## src/rtl/posit_encoder_if.sv

```systemverilog
// Stream bundle for the posit encoder: decoded fields in, packed posit out.
interface posit_encoder_if #(
   parameter int N  = 32,
   parameter int SW = 9,
   parameter int FW = 32
);
   logic          in_valid;
   logic          in_ready;
   logic          in_sign;
   logic [SW-1:0] in_scale;
   logic [FW-1:0] in_frac;
   logic          in_sticky;
   logic          in_zero;
   logic          in_nar;
   logic          out_valid;
   logic          out_ready;
   logic [N-1:0]  out_posit;

   modport slave (
      input  in_valid, in_sign, in_scale, in_frac, in_sticky, in_zero, in_nar, out_ready,
      output in_ready, out_valid, out_posit
   );

   modport master (
      output in_valid, in_sign, in_scale, in_frac, in_sticky, in_zero, in_nar, out_ready,
      input  in_ready, out_valid, out_posit
   );
endinterface

```

## src/rtl/posit_encoder.sv

```systemverilog
// Packs sign/scale/fraction/sticky/special fields into an N-bit posit with ES exponent bits.
// Capture register followed by regime-split, body-assembly and rounding stages; whole pipe stalls together.
module posit_encoder #(
   parameter int N  = 32,
   parameter int ES = 2,
   parameter int SW = 9,
   parameter int FW = 32
) (
   input  logic           clk,
   input  logic           rst_n,
   posit_encoder_if.slave bus
);
   localparam int KW = SW - ES;
   localparam int VW = N + 1 + ES + FW;

   logic stall;
   logic advance;

   logic          v0_reg, sign0_reg, sticky0_reg, zero0_reg, nar0_reg;
   logic [SW-1:0] scale0_reg;
   logic [FW-1:0] frac0_reg;

   logic                 v1_reg, sign1_reg, sticky1_reg, zero1_reg, nar1_reg;
   logic                 sat_hi1_reg, sat_lo1_reg;
   logic signed [KW-1:0] k1_reg;
   logic [ES-1:0]        e1_reg;
   logic [FW-1:0]        frac1_reg;

   logic         v2_reg, sign2_reg, guard2_reg, sticky2_reg, zero2_reg, nar2_reg;
   logic         sat_hi2_reg, sat_lo2_reg;
   logic [N-2:0] body2_reg;

   logic         v3_reg;
   logic [N-1:0] posit3_reg;

   assign stall         = v3_reg && !bus.out_ready;
   assign advance       = !stall;
   assign bus.in_ready  = !stall;
   assign bus.out_valid = v3_reg;
   assign bus.out_posit = posit3_reg;

   // Stage 1: regime value k is the floor of scale / 2^ES, e is the remainder.
   logic signed [KW-1:0] k_next;
   logic [ES-1:0]        e_next;
   logic                 sat_hi_next, sat_lo_next;

   always_comb begin
      k_next      = $signed(scale0_reg[SW-1:ES]);
      e_next      = scale0_reg[ES-1:0];
      sat_hi_next = int'(k_next) >= (N - 2);
      sat_lo_next = int'(k_next) < -(N - 2);
   end

   // Stage 2: an arithmetic shift of {lead, ~lead, e, frac} stretches the lead bit into the regime run.
   // For k < 0 the shift is -k-1, which is simply ~k.
   logic                 lead;
   logic [KW-1:0]        shamt;
   logic signed [VW-1:0] vec;
   logic signed [VW-1:0] shifted;
   logic [N-2:0]         body_next;
   logic                 guard_next, sticky_next;

   always_comb begin
      lead        = !k1_reg[KW-1];
      shamt       = lead ? k1_reg : ~k1_reg;
      vec         = {lead, ~lead, e1_reg, frac1_reg, {(N-1){1'b0}}};
      shifted     = vec >>> shamt;
      body_next   = shifted[VW-1 -: N-1];
      guard_next  = shifted[VW-N];
      sticky_next = (|shifted[VW-N-1:0]) | sticky1_reg;
   end

   // Stage 3: round to nearest even, clamp to [minpos, maxpos], negate, then let specials win.
   logic         round_up;
   logic [N-1:0] sum;
   logic [N-2:0] mag;
   logic [N-1:0] posit_next;

   always_comb begin
      round_up = guard2_reg && (body2_reg[0] || sticky2_reg);
      sum      = {1'b0, body2_reg} + N'(round_up);
      if (sat_hi2_reg || sum[N-1]) begin
         mag = '1;
      end else if (sat_lo2_reg || (sum[N-2:0] == '0)) begin
         mag = {{(N-2){1'b0}}, 1'b1};
      end else begin
         mag = sum[N-2:0];
      end
      posit_next = sign2_reg ? -{1'b0, mag} : {1'b0, mag};
      if (nar2_reg) begin
         posit_next = {1'b1, {(N-1){1'b0}}};
      end else if (zero2_reg) begin
         posit_next = '0;
      end
   end

   always_ff @(posedge clk) begin
      if (!rst_n) begin
         v0_reg     <= 1'b0;
         v1_reg     <= 1'b0;
         v2_reg     <= 1'b0;
         v3_reg     <= 1'b0;
         posit3_reg <= '0;
      end else if (advance) begin
         v0_reg <= bus.in_valid;
         v1_reg <= v0_reg;
         v2_reg <= v1_reg;
         v3_reg <= v2_reg;
         if (v2_reg) begin
            posit3_reg <= posit_next;
         end
      end
   end

   always_ff @(posedge clk) begin
      if (advance) begin
         sign0_reg   <= bus.in_sign;
         scale0_reg  <= bus.in_scale;
         frac0_reg   <= bus.in_frac;
         sticky0_reg <= bus.in_sticky;
         zero0_reg   <= bus.in_zero;
         nar0_reg    <= bus.in_nar;

         sign1_reg   <= sign0_reg;
         k1_reg      <= k_next;
         e1_reg      <= e_next;
         frac1_reg   <= frac0_reg;
         sticky1_reg <= sticky0_reg;
         zero1_reg   <= zero0_reg;
         nar1_reg    <= nar0_reg;
         sat_hi1_reg <= sat_hi_next;
         sat_lo1_reg <= sat_lo_next;

         sign2_reg   <= sign1_reg;
         body2_reg   <= body_next;
         guard2_reg  <= guard_next;
         sticky2_reg <= sticky_next;
         zero2_reg   <= zero1_reg;
         nar2_reg    <= nar1_reg;
         sat_hi2_reg <= sat_hi1_reg;
         sat_lo2_reg <= sat_lo1_reg;
      end
   end
endmodule

```

## src/flat_wrapper.sv

```systemverilog
// flat-port wrapper written by rule: the top's interface ports become plain ports
module posit_encoder_flat 
#(
   parameter int N  = 32,
   parameter int ES = 2,
   parameter int SW = 9,
   parameter int FW = 32
)
  (clk, rst_n, bus_in_valid, bus_in_sign, bus_in_scale, bus_in_frac, bus_in_sticky, bus_in_zero, bus_in_nar, bus_out_ready, bus_in_ready, bus_out_valid, bus_out_posit);
  posit_encoder_if #(.N(N), .SW(SW), .FW(FW)) bus_i ();
  input  logic clk;
  input  logic rst_n;
  input wire logic [$bits(bus_i.in_valid)-1:0] bus_in_valid;
  input wire logic [$bits(bus_i.in_sign)-1:0] bus_in_sign;
  input wire logic [$bits(bus_i.in_scale)-1:0] bus_in_scale;
  input wire logic [$bits(bus_i.in_frac)-1:0] bus_in_frac;
  input wire logic [$bits(bus_i.in_sticky)-1:0] bus_in_sticky;
  input wire logic [$bits(bus_i.in_zero)-1:0] bus_in_zero;
  input wire logic [$bits(bus_i.in_nar)-1:0] bus_in_nar;
  input wire logic [$bits(bus_i.out_ready)-1:0] bus_out_ready;
  output wire logic [$bits(bus_i.in_ready)-1:0] bus_in_ready;
  output wire logic [$bits(bus_i.out_valid)-1:0] bus_out_valid;
  output wire logic [$bits(bus_i.out_posit)-1:0] bus_out_posit;
  assign bus_i.in_valid = bus_in_valid;
  assign bus_i.in_sign = bus_in_sign;
  assign bus_i.in_scale = bus_in_scale;
  assign bus_i.in_frac = bus_in_frac;
  assign bus_i.in_sticky = bus_in_sticky;
  assign bus_i.in_zero = bus_in_zero;
  assign bus_i.in_nar = bus_in_nar;
  assign bus_i.out_ready = bus_out_ready;
  assign bus_in_ready = bus_i.in_ready;
  assign bus_out_valid = bus_i.out_valid;
  assign bus_out_posit = bus_i.out_posit;
  posit_encoder #(.N(N), .ES(ES), .SW(SW), .FW(FW)) u_core (.clk(clk), .rst_n(rst_n), .bus(bus_i));
endmodule
```

## config.mk

```make
export PLATFORM = sky130hd
export DESIGN_NAME = posit_encoder_flat
export DESIGN_NICKNAME = d
export VERILOG_FILES = /design/src/rtl/posit_encoder_if.sv /design/src/rtl/posit_encoder.sv /design/src/flat_wrapper.sv
export SDC_FILE = /design/constraint.sdc
export NUM_CORES = 1
export LEC_CHECK = 0
export BUFFER_PORTS_ARGS = -buffer_cell sky130_fd_sc_hd__buf_2
export CORE_UTILIZATION = 55
export DETAILED_ROUTE_END_ITERATION = 8
export PLACE_DENSITY = 0.74
export SKIP_CTS_REPAIR_TIMING = 1
export SLEW_MARGIN = 20
export SYNTH_ARGS = -nofsm -noshare
export SYNTH_HDL_FRONTEND = slang
export SYNTH_SLANG_ARGS = --single-unit
export TNS_END_PERCENT = 10
```

## constraint.sdc

```tcl
create_clock -name clk -period 6.8 [get_ports clk]
set_input_delay 0 -clock clk [delete_from_list [all_inputs] [get_ports clk]]
set_output_delay 0 -clock clk [all_outputs]
set_load 0.005 [all_outputs]
```

==> results.cfg <==
[sta]
fin_crit_sh_pct = 76.9
finalHoldViolCount = 0
fin_crit_ns = 5.23
finalClockSkew_ns = 0.0206
setup_viol = 0
drv_slew = 0
worst_slew_margin_rel_pct = 19.8
tns_ns = 0
max_freq_mhz = 191
setup_ws_ns = 1.57
rsz0062_at_grt = false
worstMarginPinSlew_ns = 1.19

[clocking]
cts_buffers = 17
cts_tree = done
cts-root-buf = clkbuf_16
clk_latency_ns = 0.45
clock-sinks = 166
htree_levels = 4
cts_max_path_buffers = 2
clkTransAtPathRegs_ns = 0.08

[critical_path]
arrival_ns = 5.56
r2r-start = u_core.body2_reg[0]
criticalPathCategory = reg -> reg
worstSetupEndpointType = register
worstPathRequired_ns = 7.13
cp_max_fo = 40
critPathLaunch = u_core.body2_reg[0]
setup.worst_path.start_class = register
reg2reg_depth = 17

[final_layout]
finalNetCount = 1387
area_delta_synth_final_pct = 13.3
antenna_cells = 0
nFillCells = 1770
postLayoutCellArea_um2 = 13400
mostFrequentLayoutCells = edfxtp_1, nand2_1, o21ai_0
final_cells = 1623
final_common_cell = edfxtp_1
drive_above_1_share_pct = 16.1

[placement]
dpl-instance-area_um2 = 12300
preCtsSetupSlack_ns = 1.78
gp_congestion = 1.04
place_inst = 1543
io_buffers = 82
post-dp-hpwl_um = 26000

[die]
die_h_um = 149
dieArea_um2 = 22200
core_area_um2 = 21100
die_w_um = 149
io_pins = 83
start_util_pct = 56.3
std_cell_rows = 53

[synthesis]
ys.flop_type = edfxtp_1
yosysUniqueCellTypes = 99
synth_seq_cells = 166
synth-seq-area-share_pct = 39.0
syn_area_per_cell_um2 = 9.38
synthesis.nets = 1318
synthArstFlopShare_pct = 0
yosys-top-cells-area = edfxtp_1, dfxtp_1, o21ai_0, nand2_1, mux2i_1
syn_area_um2 = 11900
synth_top_area_share_pct = 32.9
synth_top_cell_by_area = edfxtp_1
synth_edf_count = 130
synth_warnings = 0
syn_inst = 1266

[worst_hold_path]
hold_depth = 2
min_path_type = in -> reg
hold_start = bus_in_frac[13]

[detailed_routing]
vias = 10900
vias_per_cell = 6.73
drt_first_iter_violations = 1007
drc = 0
wl_per_cell_um = 22.4
drt-total-wl_um = 36300
dr.pass1.iters = 5
antenna_left = 0

[grt]
track_usage_pct = 32.4
grt_start_max_net_pins = 91
grt_pass1_wl_um = 55300
antenna_found_initial = 0
grt_overflow = 0
grt_pass1_vias = 9846

[power]
leakagePower_nw = 4.96
ir_drop_uv = 179
power_per_cell_area_nw_per_um2 = 237

[outcome]
status = complete, no violations

[job]
timing.max_cap.violations = 0
path summary, 6_finish.rpt:
check                           slack, ns                  endpoint
worst min register to register       0.42        u_core.sticky1_reg
worst max-delay path                 1.57  u_core.bus.out_posit[26]
worst min-delay path                 0.26      u_core.frac0_reg[13]
worst max register to register       1.57  u_core.bus.out_posit[26]
routing by layer:
layer  wire (um)  vias to the layer above  GRT usage (%)  share of wire [%]
li1            -                     5039              -                  -
met1       15800                     5304           43.7                 44
met2       17100                      492           51.1                 47
met3        2100                       82           5.02                5.8
met5           0                        -              0                  0
met4        1340                        0           15.5                3.7
power breakdown:
group	internal [W]	total, W	switching [W]
registers	0.00117	0.00129	0.000115
logic	0.000335	0.000868	0.000534
clock network	0.000513	0.00103	0.000515
total	0.00202	0.00319	0.00116
synth_stat cells (all sizes together) (5+ instances only):
cell type / instances
edfxtp: 130
nand2: 122
o21ai: 100
nor2: 90
clkbuf: 60
a21oi: 46
buf: 41
mux2i: 40
dfxtp: 36
nand3: 36
o22ai: 30
a22oi: 29
xnor2: 29
mux2: 28
nor3: 28
a31oi: 27
inv: 26
nand4: 23
xor2: 23
nor4: 19
nand2b: 18
o31ai: 17
mux4: 16
nor2b: 15
o21a: 15
and2: 13
o211ai: 13
a211oi: 12
maj3: 12
and4: 11
o221ai: 11
and3: 10
nand3b: 7
o22a: 7
or3: 7
a2111oi: 6
a21boi: 6
a32o: 6
a32oi: 6
or4: 6
a211o: 5
a22o: 5
o221a: 5
stage by stage:
| step | hold WS (ns) | total power, W | util, % |
|---|---|---|---|
| 2_1_floorplan | 0.0989 | 0.00188 | - |
| 3_3_place_gp | 0.176 | 0.00212 | 58.5 |
| 3_5_place_dp | 0.178 | 0.00212 | 58.5 |
| 4_1_cts | -0.280 | 0.00314 | 61.5 |
| 5_1_grt | 0.264 | 0.00330 | 63.8 |
| 6_report | 0.261 | 0.00319 | 63.8 |
area by class of cell:
type	count	area, um^2	share of cell area, %
Clock inverter	15	206	1.54
Timing Repair Buffer	151	1050	7.80
Multi-Input combinational cell	971	6690	49.8
Inverter	28	105	0.782
Tap cell	275	344	2.56
Sequential cell	166	4620	34.4
Clock buffer	17	425	3.16
cell families (layout without fill, tap and decap cells):
| group | Yosys count | after routing | share of synthesized area [%] |
|---|---|---|---|
| DFF | 166 | 166 | 39.0 |
| AOI/OAI and AO/OA | 397 | 397 | 23.4 |
| buffers and inverters | 129 | 211 | 4.94 |
| adders and majority gates | 15 | 15 | 1.33 |
| xor gates and xnor gates | 52 | 52 | 4.25 |
| muxes | 84 | 84 | 9.07 |
| and+or+nand+nor | 423 | 423 | 18.1 |
worst max-delay path, cell delays in order, from the launching register on:
cell and delay (ns):
edfxtp_1 0.36, o21a_1 0.12, ha_1 0.24, ha_1 0.45, and4_1 0.36, nand4_1 0.31, o21a_1 0.32, nor4_2 0.34
o2111ai_1 0.31, o41ai_4 0.39, buf_4 0.40, o21a_1 0.18, ha_1 0.21, inv_1 0.10, nor2_1 0.33, o21ai_0 0.23
a21o_1 0.22, a32o_1 0.24
(Power assumes the default switching activity.)
